<file path="config.mk">
export PLATFORM = sky130hd
export DESIGN_NAME = fetch_sequencer
export DESIGN_NICKNAME = d
export VERILOG_FILES = /design/src/rtl/cpu_pkg.sv /design/src/rtl/branch_resolve.sv /design/src/rtl/fetch_sequencer.sv
export SDC_FILE = /design/constraint.sdc
export NUM_CORES = 1
export LEC_CHECK = 0
export CORE_UTILIZATION = 36
export DETAILED_ROUTE_END_ITERATION = 10
export HOLD_SLACK_MARGIN = 0.12
export PLACE_DENSITY_LB_ADDON = 0.25
export SYNTH_ARGS = -nofsm -noshare
export SYNTH_HDL_FRONTEND = slang
export SYNTH_SLANG_ARGS = --single-unit
export TNS_END_PERCENT = 30
</file>
<file path="constraint.sdc">
create_clock -name clk -period 1.15 [get_ports clk]
set_input_delay 0.115 -clock clk [delete_from_list [all_inputs] [get_ports clk]]
set_output_delay 0.115 -clock clk [all_outputs]
set_load 0.05 [all_outputs]
</file>
<file path="src/rtl/cpu_pkg.sv">
// ----------------------------------------------------------------------------
// cpu_pkg
// Definitions shared by the control path: opcode type, the HALT opcode, the
// issue FSM state encoding and default datapath widths used by the fetch
// sequencer, control unit and instruction memory.
// ----------------------------------------------------------------------------
package cpu_pkg;

    localparam int PC_WIDTH_DEF    = 8;
    localparam int INSTR_WIDTH_DEF = 16;
    localparam int IMM_WIDTH_DEF   = 11;
    localparam int OPCODE_WIDTH    = 5;

    typedef logic [OPCODE_WIDTH-1:0] opcode_t;

    localparam opcode_t OP_HALT = 5'b11111;

    typedef enum logic [1:0] {
        FETCH = 2'd0,
        LOAD  = 2'd1,
        EXEC  = 2'd2,
        HALT  = 2'd3
    } fsm_state_t;

endpackage

</file>
<file path="src/rtl/branch_resolve.sv">
// ----------------------------------------------------------------------------
// branch_resolve
// Combinational next-PC selection. Combines the branch class decoded by the
// control unit with the registered ALU flags. A taken branch loads the low
// PC_WIDTH bits of the immediate; otherwise the PC increments and wraps.
//
// Ports:
//   is_jump/is_jz/is_jnz/is_jl/is_jg  in   branch class from the control unit
//   flag_z/flag_l/flag_g              in   ALU flags (zero, less, greater)
//   pc                                in   address of the current instruction
//   imm                               in   immediate/target field
//   taken                             out  branch condition satisfied
//   next_pc                           out  address of the next instruction
// ----------------------------------------------------------------------------
module branch_resolve #(
    parameter int PC_WIDTH  = 8,
    parameter int IMM_WIDTH = 11   // must be >= PC_WIDTH
) (
    input  logic                 is_jump,
    input  logic                 is_jz,
    input  logic                 is_jnz,
    input  logic                 is_jl,
    input  logic                 is_jg,
    input  logic                 flag_z,
    input  logic                 flag_l,
    input  logic                 flag_g,
    input  logic [PC_WIDTH-1:0]  pc,
    input  logic [IMM_WIDTH-1:0] imm,
    output logic                 taken,
    output logic [PC_WIDTH-1:0]  next_pc
);

    always_comb begin
        taken = is_jump
              | (is_jz  &  flag_z)
              | (is_jnz & ~flag_z)
              | (is_jl  &  flag_l)
              | (is_jg  &  flag_g);
        // Target is truncated to the PC width; the increment wraps naturally.
        next_pc = taken ? imm[PC_WIDTH-1:0] : pc + 1'b1;
    end

    // Upper immediate bits are deliberately ignored as a branch target.
    generate
        if (IMM_WIDTH > PC_WIDTH) begin : g_imm_hi
            logic unused_imm_hi;
            assign unused_imm_hi = ^imm[IMM_WIDTH-1:PC_WIDTH];
        end
    endgenerate

endmodule

</file>
<file path="src/rtl/fetch_sequencer.sv">
// ----------------------------------------------------------------------------
// fetch_sequencer
// Instruction-issue FSM: FETCH -> LOAD -> EXEC -> FETCH, with EXEC -> HALT.
// FETCH presents the PC to the synchronous instruction memory, LOAD captures
// the returned word into the instruction register, EXEC presents opcode/imm to
// the combinational control unit and resolves the next PC in the same cycle.
// stall holds EXEC. HALT is absorbing until reset.
//
// Build option: define SINGLE_STEP_EN to add a 'step' input that gates EXEC
// advancement (one instruction retires per EXEC visit with step=1).
//
// Ports:
//   clk, reset_n          clock, synchronous active-low reset
//   imem_addr / imem_data instruction memory address out, read data in
//   opcode, imm           current instruction fields to the control unit
//   instr_valid           high in EXEC
//   pc                    address of the current instruction
//   is_jump..is_jg        branch class from the control unit
//   flag_z/l/g            ALU flags
//   stall                 holds EXEC (data-memory busy)
//   halted                high in HALT
//   step                  (SINGLE_STEP_EN only) permits EXEC to advance
// ----------------------------------------------------------------------------
module fetch_sequencer
    import cpu_pkg::*;
#(
    parameter int PC_WIDTH    = PC_WIDTH_DEF,
    parameter int INSTR_WIDTH = INSTR_WIDTH_DEF,
    parameter int IMM_WIDTH   = IMM_WIDTH_DEF
) (
    input  logic                   clk,
    input  logic                   reset_n,
    output logic [PC_WIDTH-1:0]    imem_addr,
    input  logic [INSTR_WIDTH-1:0] imem_data,
    output logic [4:0]             opcode,
    output logic [IMM_WIDTH-1:0]   imm,
    output logic                   instr_valid,
    output logic [PC_WIDTH-1:0]    pc,
    input  logic                   is_jump,
    input  logic                   is_jz,
    input  logic                   is_jnz,
    input  logic                   is_jl,
    input  logic                   is_jg,
    input  logic                   flag_z,
    input  logic                   flag_l,
    input  logic                   flag_g,
    input  logic                   stall,
`ifdef SINGLE_STEP_EN
    input  logic                   step,
`endif
    output logic                   halted
);

    fsm_state_t             state_q, state_d;
    logic [PC_WIDTH-1:0]    pc_q, pc_d;
    logic [INSTR_WIDTH-1:0] ir_q, ir_d;

    logic                   advance;
    logic                   taken;
    logic [PC_WIDTH-1:0]    next_pc;
    opcode_t                ir_op;

    assign ir_op = ir_q[INSTR_WIDTH-1 -: OPCODE_WIDTH];

`ifdef SINGLE_STEP_EN
    assign advance = ~stall & step;
`else
    assign advance = ~stall;
`endif

    branch_resolve #(
        .PC_WIDTH  (PC_WIDTH),
        .IMM_WIDTH (IMM_WIDTH)
    ) u_branch_resolve (
        .is_jump (is_jump),
        .is_jz   (is_jz),
        .is_jnz  (is_jnz),
        .is_jl   (is_jl),
        .is_jg   (is_jg),
        .flag_z  (flag_z),
        .flag_l  (flag_l),
        .flag_g  (flag_g),
        .pc      (pc_q),
        .imm     (ir_q[IMM_WIDTH-1:0]),
        .taken   (taken),
        .next_pc (next_pc)
    );

    always_comb begin
        state_d = state_q;
        pc_d    = pc_q;
        ir_d    = ir_q;
        unique case (state_q)
            FETCH: state_d = LOAD;
            LOAD: begin
                ir_d    = imem_data;
                state_d = EXEC;
            end
            EXEC: begin
                // Halt has priority over any branch decode; the PC stays put.
                if (advance) begin
                    if (ir_op == OP_HALT) begin
                        state_d = HALT;
                    end else begin
                        pc_d    = next_pc;
                        state_d = FETCH;
                    end
                end
            end
            HALT: state_d = HALT;
            default: state_d = FETCH;
        endcase
    end

    always_ff @(posedge clk) begin
        if (!reset_n) begin
            state_q <= FETCH;
            pc_q    <= '0;
            ir_q    <= '0;
        end else begin
            state_q <= state_d;
            pc_q    <= pc_d;
            ir_q    <= ir_d;
        end
    end

    // opcode/imm come straight from the IR: zero after reset, stable through
    // a stall, and OP_HALT while halted since the IR is never reloaded.
    assign imem_addr   = pc_q;
    assign pc          = pc_q;
    assign opcode      = ir_op;
    assign imm         = ir_q[IMM_WIDTH-1:0];
    assign instr_valid = (state_q == EXEC);
    assign halted      = (state_q == HALT);

    // taken is consumed through next_pc; keep it visible for debug only.
    logic unused_taken;
    assign unused_taken = taken;

endmodule

</file>
==> results of run 1 <==
-- worst register-to-register path: stages (launching register included) --
cell,delay [ns]
sky130_fd_sc_hd__dfxtp_2,0.39
sky130_fd_sc_hd__buf_6,0.12
sky130_fd_sc_hd__buf_6,0.11
sky130_fd_sc_hd__and2b_2,0.19
sky130_fd_sc_hd__buf_6,0.14
sky130_fd_sc_hd__nand2_1,0.06
sky130_fd_sc_hd__a21oi_1,0.21
-- layout make-up --
class,instances,area (um2),share of cell area [%]
inverter,2,7.51,0.283
sequential,26,556,20.9
timing repair buffer,95,1250,47.3
multi-input combinational,115,746,28.1
tap,44,55.1,2.07
clock buffer,4,36.3,1.37
-- report_power, final --
part | switching (mW) | internal [mW]
Clock | 0.291 | 0.194
Combinational | 0.484 | 0.499
Sequential | 0.0631 | 0.952
Total | 0.838 | 1.64
-- flip-flops by register name, indices dropped and copies added, names as in the netlist --
register,cells
imem_addr,8
state_q,2
ir_q,16
-- logic make-up (layout without fill, tap and decap cells) --
logic type                 count (synthesis)  after routing  synth area share (%)
and+or+nand+nor                           71             71                  26.6
AOI/OAI and AO/OA                         37             37                  17.2
DFF                                       26             26                  41.9
buffers and inverters                     17            101                  8.37
muxes                                      6              6                  4.84
adders and majority gates                  1              1                  1.01
-- per-stage QoR --
stage | util (%) | TNS [ns] | hold WS [ns]
2_1_floorplan | - | -0.440 | 0.241
3_3_place_gp | 76.3 | -2.48 | 0.475
3_5_place_dp | 76.3 | -3.15 | 0.495
4_1_cts | 79.7 | -0.365 | 0.311
5_1_grt | 84.2 | -2.70 | 0.327
6_report | 84.2 | -1.49 | 0.325
-- placed cells by master, fill, tap and decap left out, drive strengths merged, types with 3 or more instances in the layout --
cell type | synthesis | final
o22ai | 4 | 4
nor2 | 5 | 5
nor3 | 3 | 3
clkdlybuf4s50 | 0 | 24
nand4 | 3 | 3
o21ai | 4 | 4
and2 | 3 | 3
clkbuf | 2 | 4
dfxtp | 26 | 26
mux2i | 6 | 6
nand3 | 3 | 3
nand2 | 44 | 44
buf | 13 | 69
a21oi | 21 | 21
-- timing repair --
item,CTS,global route
setup buffers,3,3
endpoints found under the hold margin,0,0
pin swaps,3,9
gates cloned,0,1
endpoints found under the setup margin,11,32
hold buffers,0,0
resized for setup,16,31
-- per-layer routing --
layer / up-vias / part of all wire [%] / track usage [%]
li1: 705 / - / -
met1: 711 / 36 / 27.9
met2: 79 / 55 / 43.0
met3: 12 / 6.9 / 4.26
met4: 0 / 2.3 / 7.47
met5: - / 0 / 0
-- worst paths after layout --
check	end	slack, ns
max	ir_q[2]$_SDFFE_PN0N_	-0.15
min	ir_q[4]$_SDFFE_PN0N_	0.32
min reg2reg	ir_q[11]$_SDFFE_PN0N_	0.53
max reg2reg	ir_q[2]$_SDFFE_PN0N_	-0.15
==> qor.yml, run 1 <==
final-max-slew-violation-count: 0
worst-r2r-cell-count: 6
globalRoute.totalOverflow: 0
period_minus_slack_ns: 1.30
critical_path.top_delay_family: "flip-flops"
cts_tree: "yes"
worstPathBufferInverterCount: 3
power.leakage_nw: 1.04
count_of_flip_flops_with_a_built_in_enable_after_synthesis: 0
maximum_count_of_clock_buffers_along_a_single_path: 2
tritoncts_num_sinks: 26
synthDistinctLibCells: 33
floorplan_core_area_mm2: 0.00315
placementRows: 20
drcViolationCount: 0
mappedNetlistArea_mm2: 0.00124
die-area_mm2: 0.00369
tightest_slew_ns: 0.236
fin_skew_ns: 0.00582
synth_top_cell_by_area: "sky130_fd_sc_hd__dfxtp_1"
initial_core_utilization_pct: 39.4
final-setup-viol-count: 28
wirelength_um: 4830
min-delay-path-class: "in2reg"
crit_top_cell: "sky130_fd_sc_hd__buf_6"
mappedNetlistNets: 186
num_antenna_cells: 0
syn_inst: 158
yosysMostFrequentCell: "sky130_fd_sc_hd__nand2_1"
cp_cell_sequence: "buf_6 > buf_6 > and2b_2 > buf_6 > nand2_1 > a21oi_1"
power.total_mw: 2.48
worstSkewPairLatency_ns: 0.33
placed_cells_incl_taps: 275
timing.critical_path.arrival_ns: 1.55
synth-warning-count: 0
power-per-cell-area_mw_per_mm2: 935
seq_area_frac_synth_pct: 41.9
detailed_place_hpwl_um: 3000
number_of_cells_on_the_critical_path: 6
max_cap_check_violation_count: 0
timing.setup.critical_path_class: "reg2reg"
crit_path_top_delay_cell: "sky130_fd_sc_hd__dfxtp_2"
synth_seq_cells: 26
peakVddDrop_v: 0.000662
port-buffer-count: 60
grt_setup_unrepaired: "yes"
critPathLaunch: "state_q[0]$_SDFFE_PN0P_"
die_height_um: 60.7
timing.critical_path.fanout_max: 5
clk_root_buffer_cell: "sky130_fd_sc_hd__clkbuf_4"
routed_antenna_nets: 0
cts_inserted_buffers: 3
wire_length_per_cell_after_detailed_routing_um: 16.9
final.period_utilization_pct: 113
first_pass_iters: 4
synthesis.area_per_instance_um2: 7.86
postPlaceCellArea_mm2: 0.00241
ios: 61
ys.flop_type: "sky130_fd_sc_hd__dfxtp_1"
htreeDepth: 1
min_from: "imem_data[4]"
grt.total_usage_pct: 23.6
global_route_wire_length_before_repair_um: 6400
critPathMaxStageDelay_ns: 0.39
post-synth-top-area-fraction_pct: 41.9
finalWorstSetupSlack_ns: -0.152
critical_path_required_ns: 1.40
antenna_found_initial: 0
grt_start_max_net_pins: 15
status: "complete, but fails checks"
synthTopCellsByArea: "sky130_fd_sc_hd__dfxtp_1, sky130_fd_sc_hd__nand2_1, sky130_fd_sc_hd__a21oi_1"
finalHoldViolCount: 0
first_global_vias: 1420
dieWidth_um: 60.7
finalWeightedCongestion: 0.875
startpoint_type: "register"
relSlewSlack_pct: 84.2
worstSetupEndpointType: "register"
drt-vias-per-instance: 5.27
fin_nets: 271
violations: "setup timing"
layout-area-overhead-vs-synth_pct: 114
r2r_start: "state_q[0]$_SDFFE_PN0P_"
worst_setup_hold_path_clk_slew_ns: 0.15
drive_gt1_share_pct: 49.6
hold-path-cell-count: 3
pre_cts_ws_ns: -0.425
stdcell_area_mm2: 0.00266
detailroute.via_count: 1507
achievable-frequency_mhz: 768
n_fill_cell: 167
synth_common_cells: "sky130_fd_sc_hd__nand2_1, sky130_fd_sc_hd__dfxtp_1, sky130_fd_sc_hd__a21oi_1, sky130_fd_sc_hd__buf_4, sky130_fd_sc_hd__mux2i_1"
instances_no_fill: 286
async_reset_ff_share_pct: 0
detail_route.iter0.violations: 71
No activity file was read; power rests on OpenSTA's default activity.
==> run 2, diff against run 1 <==
--- a/config.mk
+++ b/config.mk
@@ -7,3 +7,5 @@
 export LEC_CHECK = 0
-export CORE_UTILIZATION = 36
+export CELL_PAD_IN_SITES_DETAIL_PLACEMENT = 0
+export CELL_PAD_IN_SITES_GLOBAL_PLACEMENT = 1
+export CORE_UTILIZATION = 25
 export DETAILED_ROUTE_END_ITERATION = 10
--- a/constraint.sdc
+++ b/constraint.sdc
@@ -3,2 +3,2 @@
 set_output_delay 0.115 -clock clk [all_outputs]
-set_load 0.05 [all_outputs]
+set_load 0.1 [all_outputs]
==> qor.yml, run 2 (same netlist as run 1, synthesis figures left out) <==
finalWeightedCongestion: 0.777
routed_antenna_nets: 0
maximum_count_of_clock_buffers_along_a_single_path: 2
largest_reg_flops: 16
tightest_slew_ns: 0.202
timing.critical_path.arrival_ns: 1.35
critical_path.top_delay_family: "compound AO/OA/AOI/OAI gates"
die-area_mm2: 0.00525
grt.total_usage_pct: 15.2
port-buffer-count: 60
ios: 61
detailed_place_hpwl_um: 2950
worstPathBufferInverterCount: 1
final.period_utilization_pct: 104
detailroute.via_count: 1393
antenna_found_initial: 0
htreeDepth: 1
die_height_um: 72.5
timing.setup.critical_path_class: "in2reg"
wl_met1_um: 1590
fin_skew_ns: 0.00218
clk_root_buffer_cell: "sky130_fd_sc_hd__clkbuf_8"
violations: "setup timing"
initial_core_utilization_pct: 26.1
drt-vias-per-instance: 4.58
first_pass_iters: 4
achievable-frequency_mhz: 835
registers.top_by_ff_count: "ir_q"
power.total_mw: 2.63
period_minus_slack_ns: 1.20
layout.area.seq_um2: 576
critical_path_required_ns: 1.30
grt_start_max_net_pins: 15
crit_path_top_delay_cell: "sky130_fd_sc_hd__clkdlybuf4s50_1"
placementRows: 25
finalWorstSetupSlack_ns: -0.0482
finalHoldViolCount: 0
status: "complete, but fails checks"
cts_tree: "yes"
worstSetupEndpointType: "register"
n_fill_cell: 415
top_layer: "met4"
cts_inserted_buffers: 3
first_global_vias: 1377
timing.critical_path.fanout_max: 7
peakVddDrop_v: 0.000582
startpoint_type: "primary input"
max_cap_check_violation_count: 0
min-delay-path-class: "in2reg"
tritoncts_num_sinks: 26
multiInputGateArea_um2: 716
layout.cells.most_common_list: "sky130_fd_sc_hd__nand2_1, sky130_fd_sc_hd__buf_12, sky130_fd_sc_hd__buf_4"
power-per-cell-area_mw_per_mm2: 993
layout.core_utilization_pct: 55.7
drcViolationCount: 0
num_antenna_cells: 0
final-max-slew-violation-count: 0
final-setup-viol-count: 9
most_common_cell_after_layout_fill_and_taps_aside: "sky130_fd_sc_hd__nand2_1"
detail_route.iter0.violations: 135
layout-area-overhead-vs-synth_pct: 113
globalRoute.totalOverflow: 0
power.leakage_nw: 1.00
cts_hold_repair.buffers: 0
met3_wirelength_um: 173
global_route_wire_length_before_repair_um: 6370
grt_setup_unrepaired: "yes"
worst_setup_hold_path_clk_slew_ns: 0.08
drive_gt1_share_pct: 46.0
relSlewSlack_pct: 86.5
met2_length_um: 1900
floorplan_core_area_mm2: 0.00475
fin_nets: 266
worstSkewPairLatency_ns: 0.26
wirelength_um: 3710
cp_cell_sequence: "clkdlybuf4s50_1 > nor3b_4 > o21a_2 > o21ai_0 > o2bb2ai_1"
critPathMaxStageDelay_ns: 0.48
dieWidth_um: 72.5
wire_length_per_cell_after_detailed_routing_um: 12.2
[run 2: changes by cell type in the layout (fill, tap and decap cells not counted), sizes merged]
cell	before	now
buf	69	64
clkbuf	4	3
clkdlybuf4s50	24	22
clkinv	1	2
dlygate4sd2	1	4
dlymetal6s2s	1	0
[run 2: worst min-delay path: stages]
cell,delay (ns)
sky130_fd_sc_hd__clkdlybuf4s50_1,0.39
sky130_fd_sc_hd__nand2_1,0.05
sky130_fd_sc_hd__a21oi_1,0.05
[run 2: final timing paths]
kind / to / slack (ns) / startpoint / cells after the start
worst max-delay path: imem_addr[6]$_SDFFE_PN0P_ / -0.05 / stall / 5
worst min-delay path: ir_q[13]$_SDFFE_PN0N_ / 0.38 / imem_data[13] / 3
worst max register to register: imem_addr[6]$_SDFFE_PN0P_ / -0.03 / state_q[1]$_SDFFE_PN0P_ / 4
worst min register to register: ir_q[4]$_SDFFE_PN0N_ / 0.49 / ir_q[4]$_SDFFE_PN0N_ / 2
[run 2: area by class of cell]
cell class	instances	area share, %
Timing Repair Buffer	90	46.1
Tap cell	67	3.16
Sequential cell	26	21.7
Clock buffer	3	1.56
Clock inverter	1	0.142
Inverter	2	0.283
Multi-Input combinational cell	115	27.0
[run 2: power by group]
part / total, mW / switching [mW] / internal [mW]
clock network: 0.506 / 0.267 / 0.239
registers: 1.01 / 0.0612 / 0.944
logic: 1.12 / 0.641 / 0.478
total: 2.63 / 0.970 / 1.66
[run 2: per-stage QoR]
| stage | setup WS (ns) | hold WS [ns] | cell area, um2 | instances | TNS [ns] |
|---|---|---|---|---|---|
| global placement | -0.331 | 0.478 | 2490 | 298 | -2.49 |
| CTS | -0.0419 | 0.374 | 2610 | 304 | -0.193 |
| global route | -0.112 | 0.396 | 2650 | 304 | -0.835 |
| floorplan | -0.183 | 0.241 | 1330 | 158 | -2.36 |
| detailed placement | -0.447 | 0.476 | 2490 | 298 | -3.36 |
| finish | -0.0482 | 0.381 | 2650 | 304 | -0.302 |
[run 2: layer usage]
layer / GRT usage, % / up-vias
met3: 2.64 / 6
met5: 0 / -
li1: - / 694
met4: 5.01 / 0
met1: 19.1 / 647
met2: 26.2 / 46
[run 2: repair_timing]
action,4_1_cts,5_1_grt
gates resized for setup,17,9
cloned,1,0
endpoints found under the hold margin,0,0
pin swaps,11,3
setup endpoints to repair,10,21
buffers inserted,1,0
